### src/rtl/serial_dip_scanner_pkg.sv
// rtl/serial_dip_scanner_pkg.sv - shared types, defaults and field map for the switch-chain scanner
// Contents: scan FSM state enum, parameter defaults, field offsets in the
// default 24-bit word, and the bit-placement helper used by the deserialiser.
package serial_dip_scanner_pkg;

    typedef enum logic [1:0] {
        ST_IDLE   = 2'd0,
        ST_LOAD   = 2'd1,
        ST_SHIFT  = 2'd2,
        ST_COMMIT = 2'd3
    } scan_state_t;

    localparam int DEF_N_BITS         = 24;
    localparam int DEF_CLK_DIV        = 2;
    localparam int DEF_DEBOUNCE_SCANS = 3;

    // Board field map of the default 24-bit word.
    localparam int DIP16_LSB   = 8;
    localparam int DIP16_W     = 16;
    localparam int SWITCH5_LSB = 3;
    localparam int SWITCH5_W   = 5;

    // Destination index in the parallel word for the k-th bit shifted in.
    function automatic int bit_index(input int k, input int n, input bit msb_first);
        return msb_first ? (n - 1 - k) : k;
    endfunction

endpackage

### src/rtl/scan_debounce_filter.sv
// rtl/scan_debounce_filter.sv - cross-scan debounce and publish stage
// Ports:
//   i_CLK, i_RESET     : clock, synchronous active-high reset
//   i_RAW [N_BITS]     : word captured by the last scan
//   i_COMMIT           : one-cycle strobe, i_RAW is complete
//   o_DATA [N_BITS]    : published debounced word
//   o_CHANGED          : one-cycle pulse when o_DATA updates
//   o_STABLE_CNT       : consecutive identical scans, saturating
module scan_debounce_filter
    import serial_dip_scanner_pkg::*;
#(
    parameter int N_BITS         = DEF_N_BITS,
    parameter int DEBOUNCE_SCANS = DEF_DEBOUNCE_SCANS,
    localparam int SW            = $clog2(DEBOUNCE_SCANS + 1)
) (
    input  logic              i_CLK,
    input  logic              i_RESET,
    input  logic [N_BITS-1:0] i_RAW,
    input  logic              i_COMMIT,
    output logic [N_BITS-1:0] o_DATA,
    output logic              o_CHANGED,
    output logic [SW-1:0]     o_STABLE_CNT
);

    localparam logic [SW-1:0] CNT_MAX = SW'(DEBOUNCE_SCANS);

    logic [N_BITS-1:0] prev_raw;
    logic [SW-1:0]     cnt_next;

    // A zero count means no scan since reset, so the first scan never
    // matches the reset value of prev_raw.
    always_comb begin
        cnt_next = SW'(1);
        if (o_STABLE_CNT != '0 && i_RAW == prev_raw) begin
            cnt_next = (o_STABLE_CNT >= CNT_MAX) ? CNT_MAX : o_STABLE_CNT + SW'(1);
        end
    end

    always_ff @(posedge i_CLK) begin
        if (i_RESET) begin
            prev_raw     <= '0;
            o_STABLE_CNT <= '0;
            o_DATA       <= '0;
            o_CHANGED    <= 1'b0;
        end else begin
            o_CHANGED <= 1'b0;
            if (i_COMMIT) begin
                prev_raw     <= i_RAW;
                o_STABLE_CNT <= cnt_next;
                if (cnt_next >= CNT_MAX && i_RAW != o_DATA) begin
                    o_DATA    <= i_RAW;
                    o_CHANGED <= 1'b1;
                end
            end
        end
    end

endmodule

### src/rtl/serial_dip_scanner.sv
// rtl/serial_dip_scanner.sv - 74HC165-style switch chain reader with debounce
// Ports:
//   i_CLK, i_RESET     : clock, synchronous active-high reset
//   i_SCAN_EN          : continuous back-to-back scanning while high
//   i_SCAN_REQ         : single-scan request, honoured only when idle
//   i_SDATA            : serial data from the chain
//   o_LOAD_N, o_SCLK   : chain parallel load (active low) and serial clock
//   o_DATA [N_BITS]    : debounced switch word
//   o_CHANGED          : pulse when o_DATA updates
//   o_SCAN_DONE        : pulse at the end of every scan
//   o_BUSY             : high whenever the FSM is not idle
module serial_dip_scanner
    import serial_dip_scanner_pkg::*;
#(
    parameter int N_BITS         = DEF_N_BITS,
    parameter int CLK_DIV        = DEF_CLK_DIV,
    parameter int DEBOUNCE_SCANS = DEF_DEBOUNCE_SCANS,
    parameter int MSB_FIRST      = 1
) (
    input  logic              i_CLK,
    input  logic              i_RESET,
    input  logic              i_SCAN_EN,
    input  logic              i_SCAN_REQ,
    input  logic              i_SDATA,
    output logic              o_LOAD_N,
    output logic              o_SCLK,
    output logic [N_BITS-1:0] o_DATA,
    output logic              o_CHANGED,
    output logic              o_SCAN_DONE,
    output logic              o_BUSY
);

    localparam int PW = $clog2(CLK_DIV + 1);
    localparam int BW = $clog2(N_BITS + 1);
    localparam int IW = (N_BITS > 1) ? $clog2(N_BITS) : 1;
    localparam int SW = $clog2(DEBOUNCE_SCANS + 1);

    localparam logic [PW-1:0] PH_LAST  = PW'(CLK_DIV - 1);
    localparam logic [BW-1:0] BIT_LAST = BW'(N_BITS - 1);

    scan_state_t       state;
    logic [PW-1:0]     ph;
    logic [BW-1:0]     bit_cnt;
    logic [N_BITS-1:0] raw;
    logic [IW-1:0]     idx;
    logic [SW-1:0]     stable_cnt;

    always_comb begin
        idx = IW'(bit_index(int'(bit_cnt), N_BITS, MSB_FIRST != 0));
    end

    // All outputs are registered and change together with the state, so
    // o_BUSY is set/cleared on the same edge that leaves/enters IDLE.
    always_ff @(posedge i_CLK) begin
        if (i_RESET) begin
            state       <= ST_IDLE;
            ph          <= '0;
            bit_cnt     <= '0;
            raw         <= '0;
            o_LOAD_N    <= 1'b1;
            o_SCLK      <= 1'b0;
            o_SCAN_DONE <= 1'b0;
            o_BUSY      <= 1'b0;
        end else begin
            o_SCAN_DONE <= 1'b0;
            case (state)
                ST_IDLE: begin
                    if (i_SCAN_EN || i_SCAN_REQ) begin
                        state    <= ST_LOAD;
                        ph       <= '0;
                        o_LOAD_N <= 1'b0;
                        o_BUSY   <= 1'b1;
                    end
                end
                ST_LOAD: begin
                    if (ph == PH_LAST) begin
                        state    <= ST_SHIFT;
                        ph       <= '0;
                        bit_cnt  <= '0;
                        o_LOAD_N <= 1'b1;
                        o_SCLK   <= 1'b0;
                    end else begin
                        ph <= ph + PW'(1);
                    end
                end
                ST_SHIFT: begin
                    if (ph == PH_LAST) begin
                        ph <= '0;
                        if (!o_SCLK) begin
                            // End of low phase: the chain output has settled
                            // since the previous rising edge.
                            raw[idx] <= i_SDATA;
                            o_SCLK   <= 1'b1;
                        end else begin
                            o_SCLK <= 1'b0;
                            if (bit_cnt == BIT_LAST) begin
                                state <= ST_COMMIT;
                            end else begin
                                bit_cnt <= bit_cnt + BW'(1);
                            end
                        end
                    end else begin
                        ph <= ph + PW'(1);
                    end
                end
                ST_COMMIT: begin
                    o_SCAN_DONE <= 1'b1;
                    ph          <= '0;
                    if (i_SCAN_EN) begin
                        state    <= ST_LOAD;
                        o_LOAD_N <= 1'b0;
                    end else begin
                        state  <= ST_IDLE;
                        o_BUSY <= 1'b0;
                    end
                end
                default: begin
                    state <= ST_IDLE;
                end
            endcase
        end
    end

    scan_debounce_filter #(
        .N_BITS         (N_BITS),
        .DEBOUNCE_SCANS (DEBOUNCE_SCANS)
    ) u_filter (
        .i_CLK        (i_CLK),
        .i_RESET      (i_RESET),
        .i_RAW        (raw),
        .i_COMMIT     (state == ST_COMMIT),
        .o_DATA       (o_DATA),
        .o_CHANGED    (o_CHANGED),
        .o_STABLE_CNT (stable_cnt)
    );

endmodule

### config.mk
export PLATFORM = sky130hd
export DESIGN_NAME = serial_dip_scanner
export DESIGN_NICKNAME = d
export VERILOG_FILES = /design/src/rtl/serial_dip_scanner_pkg.sv /design/src/rtl/scan_debounce_filter.sv /design/src/rtl/serial_dip_scanner.sv
export SDC_FILE = /design/constraint.sdc
export NUM_CORES = 1
export LEC_CHECK = 0
export ABC_AREA = 1
export BUFFER_PORTS_ARGS = -buffer_cell sky130_fd_sc_hd__clkbuf_2
export CAP_MARGIN = 10
export CORE_MARGIN = 2
export CORE_UTILIZATION = 58
export CTS_BUF_LIST = sky130_fd_sc_hd__clkbuf_4
export CTS_CLUSTER_DIAMETER = 30
export DETAILED_ROUTE_END_ITERATION = 8
export PLACE_DENSITY_LB_ADDON = 0.12
export SETUP_SLACK_MARGIN = 0.5
export SLEW_MARGIN = 20
export SYNTH_ARGS = -nofsm -noshare
export SYNTH_HDL_FRONTEND = slang
export SYNTH_HIERARCHICAL = 1
export SYNTH_SLANG_ARGS = --single-unit
### constraint.sdc
create_clock -name i_CLK -period 1.8 [get_ports i_CLK]
set_input_delay 0.27 -clock i_CLK [delete_from_list [all_inputs] [get_ports i_CLK]]
set_output_delay 0.27 -clock i_CLK [all_outputs]
set_load 0.02 [all_outputs]
==> reports/metrics.yaml, run 1 <==
p_comb_share_pct: 36.1
max_cap_violations: 0
nFillCells: 527
tightestPinTransition_ns: 0.398
crit_path_top_delay_cell: "dfxtp_1"
gp_congestion: 0.903
fin_util_pct: 77.8
max_stage_delay_ns: 0.41
cp.required_ns: 2.18
antenna_found_initial: 0
layout_common_cells: "224 x nand2_1, 134 x nor2_1, 69 x inv_1, 41 x dfxtp_2, 36 x dfxtp_1"
die_h_um: 92.9
initial_utilization_pct: 59.6
worstSetupPathType: "reg -> reg"
powerDensity_nw_per_um2: 893
worst_setup_path_end_kind: "flop"
track_usage_pct: 28.8
cp_cell_sequence: "xnor2_1 > nand2_1 > nor2_1 > nand3_2 > nor2_4 > nand4_4 > buf_12 > nand2_1 > nand2_1 > nor2_1"
synth-seq-cells: 88
cp_top_family: "simple AND/OR/NAND/NOR gates"
syn-instance-count: 738
startpoint_type: "flop"
fp.dieW_um: 92.9
period_minus_slack_ns: 1.75
status: "complete, no violations"
clock_power_share_pct: 21.4
synth_nets: 752
finalPower_mw: 5.34
hold_start: "i_SDATA"
critPathLaunch: "u_filter/prev_raw[2]"
rsz0062_at_grt: "true"
yosysWarningCount: 6
antenna_cells: 0
max_freq_mhz: 570
htreeDepth: 3
clkTransAtPathRegs_ns: 0.14
clk_latency_ns: 0.44
dp_hpwl_um: 7710
cts_buffers: 9
yosysUniqueCellTypes: 29
firstDrtPassIters: 5
dieArea_sq_um: 8620
grt_overflow: 0
netlist_area_sq_um: 4580
finalCritPeriodShare_pct: 97.4
slew_headroom_pct: 73.4
port_buffers: 33
cts_buffer_depth: 2
drive_gt1_share_pct: 32.9
p_leak_nw: 2.78
internal_power_mw: 3.34
hold_class: "in -> reg"
slew_viol_final: 0
clkSinkCount: 88
rr_startpoint: "u_filter/prev_raw[2]"
crit_top_cell: "nand2_1"
ioPinCount: 34
synth-seq-area-share_pct: 38.5
crit_arrival_ns: 2.13
hold_violations: 0
via_count: 4724
power.switching_mw: 2.00
rows: 32
cts_hold_buf: 0
drt_iter0_drc: 256
clock_skew_ns: 0.0149
wl_per_cell_um: 14.2
setup_viol: 0
syn2layout_area_growth_pct: 30.6
critPathBufInv: 1
fin_nets: 814
final_antenna_net_count: 0
swShare_pct: 37.4
core_sq_um: 7690
avgViaCountPerCell: 5.21
grt_pass1_wl_um: 19700
grt_pass1_vias: 4336
post-route-drc-count: 0
cts-root-buf: "clkbuf_4"
peakVddDrop_mv: 0.944
grt_max_degree: 34
avgSynthCellArea_sq_um: 6.21
critPathMaxFanout: 32
cts_tree: "done"
wirelength_um: 12900
final_common_cell: "nand2_1"
seq_power_share_pct: 42.4
-- routing by layer --
metal | wire [um] | part of all wire [%] | track usage [%]
met5 | 0 | 0 | 0
met4 | 333 | 2.6 | 12.6
met3 | 591 | 4.6 | 3.74
met2 | 6550 | 51 | 50.1
met1 | 5380 | 42 | 35.4
-- layout make-up --
class | instances | area, sq um | area share [%]
Multi-Input combinational cell | 542 | 2940 | 49.1
Sequential cell | 88 | 1850 | 31.0
Timing Repair Buffer | 73 | 588 | 9.83
Inverter | 86 | 337 | 5.63
Tap cell | 102 | 128 | 2.13
Clock buffer | 11 | 82.6 | 1.38
Clock inverter | 5 | 57.6 | 0.962
-- tightest hold or removal path, stage by stage --
cell      delay (ns)
clkbuf_2        0.10
nand3_2         0.08
a21oi_2         0.06
-- power groups by stage --
stage	Clock (mW)	Combinational, mW	Sequential, mW
floorplan	0	0.949	2.28
finish	1.15	1.93	2.27
CTS	1.16	1.54	2.25
global route	1.23	2.07	2.28
detailed placement	0	1.20	2.28
global placement	0	1.18	2.27
-- cells in the mapped netlist, drive strengths merged --
master	count	share of area, %
nand2	263	23
o22ai	1	0.14
ha	9	2.5
o21bai	1	0.16
nor3	1	0.11
buf	10	1.4
o211ai	3	0.49
nand3	12	1.3
dfxtp	88	38
nand4	4	0.68
xnor2	6	1.1
nor2	178	15
a31oi	1	0.14
o21ai	30	3.3
inv	86	7.0
a21oi	30	3.4
clkbuf	12	0.98
xor2	3	0.57
-- metrics by stage --
stage	area [sq um]	hold WS (ns)	worst slack (ns)	TNS, ns	std cells
detailed placement	4980	0.440	0.0116	0	863
global placement	4980	0.438	0.0777	0	863
global route	5980	0.0759	-0.0692	-0.647	907
CTS	5620	0.0727	0.0899	0	899
floorplan	4710	0.332	0.283	0	738
finish	5980	0.0940	0.0465	0	907
-- cells by family after synthesis --
group                      after synthesis  share of synthesized area, %
adders and majority gates                9                          2.46
and+or+nand+nor                        458                          40.3
AOI/OAI and AO/OA                       66                          7.57
xor gates and xnor gates                 9                          1.72
buffers and inverters                  108                          9.48
DFF                                     88                          38.5
-- sequential cells by signal, indices dropped and copies added (netlist names) --
| signal | cells |
|---|---|
| raw | 24 |
| u_filter/o_DATA | 24 |
| u_filter/prev_raw | 24 |
| bit_cnt | 5 |
| ph | 2 |
| state | 2 |
| u_filter/o_STABLE_CNT | 2 |
| o_BUSY | 1 |
| o_LOAD_N | 1 |
| o_SCAN_DONE | 1 |
| o_SCLK | 1 |
| u_filter/o_CHANGED | 1 |
-- path summary, 6_finish.rpt --
kind                                      endpoint  slack, ns  depth (start not counted)
worst max-delay path            u_filter/o_DATA[8]       0.05                         10
worst max register to register  u_filter/o_DATA[8]       0.05                         10
worst min-delay path                        raw[0]       0.09                          3
worst min register to register               ph[1]       0.46                          2
-- what timing repair did --
action                     CTS  global route
gates cloned                 1             0
setup endpoints to repair   89            96
setup buffers               19             8
resized for setup           92           104
pin swaps                   13            29
Note: power is estimated with default switching activity, not from simulation.
==> run 2: changes to the inputs <==
--- a/config.mk
+++ b/config.mk
@@ -18,5 +18,4 @@
 export SLEW_MARGIN = 20
 export SYNTH_ARGS = -nofsm -noshare
 export SYNTH_HDL_FRONTEND = slang
-export SYNTH_HIERARCHICAL = 1
 export SYNTH_SLANG_ARGS = --single-unit
==> reports/metrics.yaml, run 2 <==
dp_cells: 794
fin_tns_setup_ns: -3.47
synth.most_common_cell: "nand2_1"
rsz0062_at_grt: "true"
max_cap_violations: 0
hold_class: "in -> reg"
antenna_found_initial: 0
grt_pass1_vias: 4155
syn2layout_area_growth_pct: 38.1
cts-root-buf: "clkbuf_4"
rows: 31
placed_cell_area_sq_um: 4710
route.met3.wl_um: 1220
avgSynthCellArea_sq_um: 6.49
synth_top_area_share_pct: 40.5
clkTransAtPathRegs_ns: 0.14
stdcell_count: 847
pre_cts_slack_ns: -0.0607
cts_tree: "done"
avgViaCountPerCell: 5.86
synthArstFlopShare_pct: 0
synth-seq-area-share_pct: 40.5
final_antenna_net_count: 0
synth_area_leaders: "dfxtp_1 41%, nand2_1 18%, nor2_1 7.6%"
met1_length_um: 5640
r2r_slack_ns: -0.23
status: "finished with violations"
layout_common_cells: "183 x nand2_1, 72 x nor2_1, 65 x inv_1, 46 x dfxtp_1, 34 x dfxtp_2"
synth-seq-cells: 88
hold_violations: 0
dp_hpwl_um: 7160
antenna_cells: 0
clk_latency_ns: 0.46
grt_max_degree: 53
p_leak_nw: 2.66
powerDensity_nw_per_um2: 893
drive_gt1_share_pct: 36.8
cp.required_ns: 2.15
synth_edf_count: 0
highest_layer: "met4"
top_regs: "raw (24), u_filter.o_DATA (24), u_filter.prev_raw (24)"
synth_nets: 685
grt_pass1_wl_um: 19400
via_count: 4966
wl_per_cell_um: 18.3
critPathMaxFanout: 19
drt_iter0_drc: 560
violations: "setup timing"
holdWs_ns: 0.313
track_usage_pct: 29.2
finalCritPeriodShare_pct: 113
final_common_cell: "nand2_1"
wirelength_um: 15500
firstDrtPassIters: 8
post-route-drc-count: 0
synth_common_cells: "203 x nand2_1, 88 x dfxtp_1, 88 x nor2_1"
yosys.area.top_type: "dfxtp_1"
syn-instance-count: 670
core_sq_um: 7250
worst_setup_path_end_kind: "flop"
yosysWarningCount: 0
port_buffers: 33
ioPinCount: 34
slew_headroom_pct: 28.4
fin_util_pct: 82.8
slew_viol_final: 0
fp.dieW_um: 90.6
finalPower_mw: 5.36
crit_arrival_ns: 2.38
htreeDepth: 3
grt_overflow: 0
clkSinkCount: 88
dr_wl_met2_um: 7600
tightestPinTransition_ns: 1.07
cts_buffer_depth: 2
peakVddDrop_mv: 1.06
dieArea_sq_um: 8210
final_area_sq_um: 6000
nFillCells: 435
setup_viol: 26
fin_ws_ns: -0.229
startpoint_type: "flop"
cts_buffers: 9
yosysUniqueCellTypes: 27
period_minus_slack_ns: 2.03
gp_congestion: 0.860
die_h_um: 90.6
initial_utilization_pct: 60.0
worstSetupPathType: "reg -> reg"
clock_skew_ns: 0.0178
netlist_area_sq_um: 4350
max_freq_mhz: 493
fin_nets: 759
synthFlopType: "dfxtp_1"
==> run 2: cell count changes after synthesis, sizes merged, moves of 4 or more <==
cell / delta
inv: +5
nand2: -60
a31oi: +4
nor2: -89
o21ai: +23
o311a: +4
nor3: +18
nand3: +11
a21oi: +18
==> run 2: logic make-up after synthesis <==
logic type      count (synthesis)  share of synthesized area, %
simple gates                  338                          31.0
xor+xnor                        8                          1.61
compound gates                113                          13.8
buf+inv                       113                          10.3
flops                          88                          40.5
fa+ha+maj                      10                          2.88
==> run 2: path summary, 6_finish.rpt <==
| path | start | endpoint | cells after the start |
|---|---|---|---|
| setup / recovery | raw[5] | u_filter.o_DATA[23] | 12 |
| hold / removal | i_SCAN_REQ | ph[0] | 6 |
| hold reg to reg | ph[1] | ph[1] | 2 |
| setup reg to reg | raw[5] | u_filter.o_DATA[23] | 12 |
==> run 2: routing by layer <==
| metal | up-vias | global-route usage [%] |
|---|---|---|
| li1 | 2254 | - |
| met1 | 2261 | 36.5 |
| met2 | 332 | 49.9 |
| met3 | 119 | 4.01 |
| met4 | 0 | 13.3 |
| met5 | - | 0 |
==> run 2: area by class of cell <==
| class | instances | area [sq um] | area share (%) |
|---|---|---|---|
| clock inverter | 4 | 22.5 | 0.375 |
| inverter | 91 | 407 | 6.77 |
| multi-input combinational | 469 | 2870 | 47.8 |
| sequential | 88 | 1830 | 30.5 |
| clock buffer | 11 | 82.6 | 1.38 |
| timing repair buffer | 85 | 663 | 11.0 |
| tap | 99 | 124 | 2.06 |
==> run 2: power breakdown <==
part           switching, mW  internal (mW)  total, mW  leakage [nW]
Combinational           1.22          0.890       2.11          1.86
Clock                  0.723          0.302       1.02        0.0625
Sequential             0.132           2.10       2.23         0.735
Total                   2.07           3.29       5.36          2.66
==> run 2: worst max-delay path: stages, from the launching register on <==
cell	delay [ns]
dfxtp_4	0.41
inv_2	0.05
nand2_1	0.08
o21ai_1	0.10
nor2_1	0.15
nand2_1	0.06
nor2_1	0.14
nand2_1	0.14
nor2_4	0.18
nand3_4	0.17
buf_16	0.22
nor2_1	0.15
nor2_1	0.08
==> run 2: timing repair <==
action	in CTS	in global routing
resized for setup	123	143
pin swaps	32	26
setup endpoints to repair	88	97
gates cloned	2	0
hold buffers	0	0
setup buffers	21	15
